### config.mk
export PLATFORM = sky130hd
export DESIGN_NAME = bram_rmw_writer
export DESIGN_NICKNAME = d
export VERILOG_FILES = /design/src/rtl/bram_rmw_writer.sv
export SDC_FILE = /design/constraint.sdc
export NUM_CORES = 1
export LEC_CHECK = 0
export BUFFER_PORTS_ARGS = -buffer_cell sky130_fd_sc_hd__buf_4
export CAP_MARGIN = 20
export CORE_MARGIN = 4
export CORE_UTILIZATION = 48
export CTS_CLUSTER_DIAMETER = 200
export CTS_CLUSTER_SIZE = 14
export DETAILED_ROUTE_END_ITERATION = 7
export GPL_ROUTABILITY_DRIVEN = 0
export PLACE_DENSITY = 0.85
export RECOVER_POWER = 25
export SYNTH_ARGS = -nofsm -noshare
export SYNTH_HDL_FRONTEND = slang
export SYNTH_SLANG_ARGS = --single-unit
export TNS_END_PERCENT = 20
### constraint.sdc
create_clock -name clk -period 2.2 [get_ports clk]
set_clock_uncertainty 0.05 [all_clocks]
set_input_delay 0.33 -clock clk [delete_from_list [all_inputs] [get_ports clk]]
set_output_delay 0.33 -clock clk [all_outputs]
set_load 0.05 [all_outputs]
### src/rtl/bram_rmw_writer.sv
// rtl/bram_rmw_writer.sv - masked read-modify-write front end for one BRAM port
//
// Accepts one masked update command at a time and turns it into BRAM port
// activity: a partial mask reads the word, merges and writes it back; an
// all-ones mask writes directly; an all-zero mask is dropped and counted.
//
// Ports:
//   clk, rst            sole clock, synchronous active-high reset
//   s_valid/s_ready     command handshake (accept when both high at posedge)
//   s_addr/s_data/s_mask command word address, new bits, per-bit replace enable
//   m_wr/m_addr/m_din   BRAM write enable, address, write data
//   m_dout              BRAM read data, one cycle after m_addr is sampled
//   busy                high whenever a command is in flight
//   upd_count           BRAM writes issued (wraps)
//   drop_count          all-zero-mask commands dropped (wraps)

module bram_rmw_writer #(
    parameter int DATA = 72,
    parameter int ADDR = 10
) (
    input  logic            clk,
    input  logic            rst,
    input  logic            s_valid,
    output logic            s_ready,
    input  logic [ADDR-1:0] s_addr,
    input  logic [DATA-1:0] s_data,
    input  logic [DATA-1:0] s_mask,
    output logic            m_wr,
    output logic [ADDR-1:0] m_addr,
    output logic [DATA-1:0] m_din,
    input  logic [DATA-1:0] m_dout,
    output logic            busy,
    output logic [15:0]     upd_count,
    output logic [15:0]     drop_count
);

    typedef enum logic [1:0] {
        ST_IDLE = 2'd0,
        ST_RD   = 2'd1,
        ST_WAIT = 2'd2,
        ST_WR   = 2'd3
    } state_t;

    localparam logic [DATA-1:0] MASK_ONES = '1;

    state_t          state_q, state_d;
    logic            m_wr_q, m_wr_d;
    logic [ADDR-1:0] m_addr_q, m_addr_d;
    logic [DATA-1:0] m_din_q, m_din_d;
    logic [DATA-1:0] data_q, data_d;
    logic [DATA-1:0] mask_q, mask_d;
    logic [15:0]     upd_count_q, upd_count_d;
    logic [15:0]     drop_count_q, drop_count_d;

    logic accept;
    logic mask_zero;
    logic mask_full;

    // Gating with rst keeps the block from accepting on any reset edge,
    // including the last one before release.
    assign s_ready   = (state_q == ST_IDLE) && !rst;
    assign accept    = s_valid && s_ready;
    assign mask_zero = (s_mask == '0);
    assign mask_full = (s_mask == MASK_ONES);

    // State register
    always_ff @(posedge clk) begin
        if (rst) begin
            state_q      <= ST_IDLE;
            m_wr_q       <= 1'b0;
            m_addr_q     <= '0;
            m_din_q      <= '0;
            data_q       <= '0;
            mask_q       <= '0;
            upd_count_q  <= '0;
            drop_count_q <= '0;
        end else begin
            state_q      <= state_d;
            m_wr_q       <= m_wr_d;
            m_addr_q     <= m_addr_d;
            m_din_q      <= m_din_d;
            data_q       <= data_d;
            mask_q       <= mask_d;
            upd_count_q  <= upd_count_d;
            drop_count_q <= drop_count_d;
        end
    end

    // Next-state logic
    always_comb begin
        state_d = state_q;
        case (state_q)
            ST_IDLE: begin
                if (accept && !mask_zero) begin
                    state_d = mask_full ? ST_WR : ST_RD;
                end
            end
            ST_RD:   state_d = ST_WAIT;
            ST_WAIT: state_d = ST_WR;
            ST_WR:   state_d = ST_IDLE;
            default: state_d = ST_IDLE;
        endcase
    end

    // Output / datapath logic: everything holds unless a state acts on it
    always_comb begin
        m_wr_d       = 1'b0;
        m_addr_d     = m_addr_q;
        m_din_d      = m_din_q;
        data_d       = data_q;
        mask_d       = mask_q;
        upd_count_d  = upd_count_q;
        drop_count_d = drop_count_q;
        case (state_q)
            ST_IDLE: begin
                if (accept) begin
                    if (mask_zero) begin
                        drop_count_d = drop_count_q + 16'd1;
                    end else begin
                        m_addr_d = s_addr;
                        data_d   = s_data;
                        mask_d   = s_mask;
                        if (mask_full) begin
                            m_din_d = s_data;
                            m_wr_d  = 1'b1;
                        end
                    end
                end
            end
            ST_RD: begin
                // BRAM samples the read address during this cycle
            end
            ST_WAIT: begin
                // m_dout now carries the old word; merge under the mask
                m_din_d = (m_dout & ~mask_q) | (data_q & mask_q);
                m_wr_d  = 1'b1;
            end
            ST_WR: begin
                upd_count_d = upd_count_q + 16'd1;
            end
            default: begin
            end
        endcase
    end

    assign m_wr       = m_wr_q;
    assign m_addr     = m_addr_q;
    assign m_din      = m_din_q;
    assign busy       = (state_q != ST_IDLE) && !rst;
    assign upd_count  = upd_count_q;
    assign drop_count = drop_count_q;

endmodule

==> flow_metrics.py <==
metrics = {
    "power_and_ir_drop": {
        "p_sw_mw": 3.83,
        "p_leak_nw": 7.96,
        "p_per_area_nw_per_um2": 718,
        "comb_power_share_pct": 27.7,
        "peakVddDrop_mv": 0.482,
        "switching_share_pct": 29.8,
        "intPower_mw": 8.99,
        "pwr-share-seq_pct": 44.4,
        "pwr-share-clk_pct": 28.0,
    },
    "timing": {
        "whs_ns": 0.0352,
        "relSlewSlack_pct": 48.8,
        "fin_crit_ns": 2.25,
        "worst_slack_ns": -0.0477,
        "finalSetupViolCount": 114,
        "maxSlewViolCount": 0,
        "min_period_over_period_pct": 102,
        "fmax_mhz": 445,
        "finalHoldViolCount": 0,
        "rsz0062_at_grt": "yes",
        "worst_slew_pin_slew_ns": 0.768,
    },
    "place": {
        "post-place-ws_ns": -0.732,
        "hpwl_um": 29800,
        "numPortBuffers": 345,
        "dp.cells": 1957,
    },
    "global_route": {
        "grt.overflow.total": 0,
        "antenna_found_initial": 0,
        "grt_pass1_vias": 12305,
        "grt_max_degree": 168,
        "grt_usage_pct": 28.9,
        "grt_pass1_wl_um": 66500,
    },
    "floorplan": {
        "die-area_um2": 28300,
        "die_x_um": 168,
        "io_pins": 346,
        "die_h_um": 168,
        "core.rowCount": 58,
        "initial_core_util_pct": 48.9,
        "core_area_um2": 25300,
    },
    "route": {
        "post_drt_wl_per_cell_um": 21.1,
        "first_pass_iters": 8,
        "drtIter0Drc": 878,
        "drc_errors": 0,
        "vias": 11788,
        "viasPerCell": 5.68,
        "ant_nets": 0,
        "drt-total-wl_um": 43900,
    },
    "layout": {
        "layout_commonest_cell": "buf_4",
        "layout_common_cells": "buf_4, dfxtp_1, nand2_1, nor2b_1, mux2i_1",
        "area_delta_synth_final_pct": 44.7,
        "fin_nets": 1981,
        "antenna_cells": 0,
        "layout-drive-gt1-share_pct": 33.0,
        "final_cells": 2077,
    },
    "setup_path": {
        "crit_path_start_kind": "input pin",
        "required_ns": 2.55,
        "crit_type": "in -> reg",
        "worstSetupEndpointType": "register",
        "crit_arrival_ns": 2.60,
        "path_max_fanout": 22,
    },
    "job": {
        "drv_cap": 0,
    },
    "clocking": {
        "h-tree-depth": 1,
        "clock_latency_ns": 0.51,
        "cts_buffers": 22,
        "clockBufferDepth": 3,
        "cts.clk_slew.worst_paths_ns": 0.07,
        "cts.sinks": 261,
        "cts_tree": "built",
        "root_buffer": "clkbuf_16",
    },
    "synth": {
        "synth_top_area_cell": "dfxtp_1",
        "synth_area_leaders": "dfxtp_1, mux2_1, mux2i_1",
        "synth-edff-count": 0,
        "syn_area_um2": 12300,
        "yosysWarnings": 0,
        "ys_ff_latch": 261,
        "synthCells": 1239,
        "async_flop_share_pct": 0,
        "avgSynthCellArea_um2": 9.96,
        "ys.flop_type": "dfxtp_1",
        "synth_top_area_share_pct": 42.3,
        "ys_types": 40,
        "synth_nets": 1473,
        "seq_area_frac_synth_pct": 42.3,
    },
    "status": {
        "status": "finished, violations left",
        "violations": "negative setup slack",
    },
    "worst_hold_path": {
        "hp-class": "in -> reg",
    },
}
[synth_stat cells, types with 6 or more instances]
master	count
nand2_1	157
or4_1	7
nor2b_1	156
o41ai_1	8
or2_2	7
a21oi_1	12
o311ai_0	8
mux2_1	138
inv_1	6
dfxtp_1	261
and4_1	6
nor2_1	18
mux2i_1	146
nand3_1	10
mux2_2	16
o211ai_1	72
buf_6	16
nand4_1	48
xor2_1	6
buf_2	8
clkbuf_1	58
xnor2_1	6
nor4_1	29
o21ai_0	6
[power by group through the flow]
| stage | Combinational, mW | Clock (mW) | Sequential, mW |
|---|---|---|---|
| 2_1_floorplan | 1.81 | 0 | 5.93 |
| 3_3_place_gp | 3.11 | 0 | 5.74 |
| 3_5_place_dp | 3.21 | 0 | 5.77 |
| 4_1_cts | 3.39 | 3.66 | 5.67 |
| 5_1_grt | 3.78 | 3.82 | 5.74 |
| 6_report | 3.55 | 3.59 | 5.69 |
[final timing paths]
kind	startpoint	endpoint	slack (ns)	depth (start not counted)
worst max-delay path	s_mask[64]	mask_q[51]	-0.05	9
worst min register to register	m_din[11]	m_din[11]	0.42	2
worst max register to register	drop_count[3]	drop_count[11]	-0.04	5
worst min-delay path	s_mask[55]	mask_q[55]	0.04	2
[per-stage QoR]
step / power, mW / utilization, % / setup TNS [ns] / instance area (um^2)
2_1_floorplan: 7.73 / - / -1.01 / 12400
3_3_place_gp: 8.85 / 63.7 / -121.77 / 16100
5_1_grt: 13.3 / 70.7 / -10.26 / 17900
4_1_cts: 12.7 / 69.7 / 0 / 17600
6_report: 12.8 / 70.7 / -2.33 / 17900
3_5_place_dp: 8.98 / 63.7 / -120.18 / 16100
[critical path: stages]
cell      delay [ns]
buf_4           0.12
nor4_1          0.41
and4_4          0.33
buf_4           0.14
nand3_4         0.09
o311ai_4        0.39
buf_12          0.22
buf_12          0.19
mux2_1          0.35
[cell type report]
type,instances,area [um^2]
fillers,1783,7400
multi-input cells,886,6870
flip-flops and latches,261,5240
repair buffers,569,4720
clock buffers,23,576
well taps,330,413
inverters,7,28.8
clock inverters,1,7.51
[per-layer routing]
| metal | share of wire (%) | track usage, % | up-vias |
|---|---|---|---|
| li1 | - | - | 5434 |
| met1 | 39 | 34.6 | 5642 |
| met2 | 49 | 51.2 | 579 |
| met3 | 7.1 | 5.47 | 133 |
| met4 | 4.4 | 11.6 | 0 |
| met5 | 0 | 0 | - |
[state kept, by name, summed over array words and instances (netlist names)]
name and flops:
m_addr 10, m_din 72, mask_q 72, m_wr 1
data_q 72, state_q 2, upd_count 16, drop_count 16
[cells by family after synthesis]
group / after synthesis / share of synthesized area (%)
AO/OA/AOI/OAI: 114 / 6.90
adder cells (fa/ha/maj): 5 / 0.507
AND/OR/NAND/NOR: 454 / 19.6
flip-flops: 261 / 42.3
XOR/XNOR: 12 / 0.851
buffers and inverters: 93 / 3.91
multiplexers: 300 / 25.9
[repair_timing]
item,4_1_cts,5_1_grt
hold buffers,81,0
gates cloned,2,2
pin swaps,7,7
resized for setup,11,34
endpoints found under the setup margin,241,192
setup buffers,4,7
endpoints found under the hold margin,81,0
(Power assumes the default switching activity.)
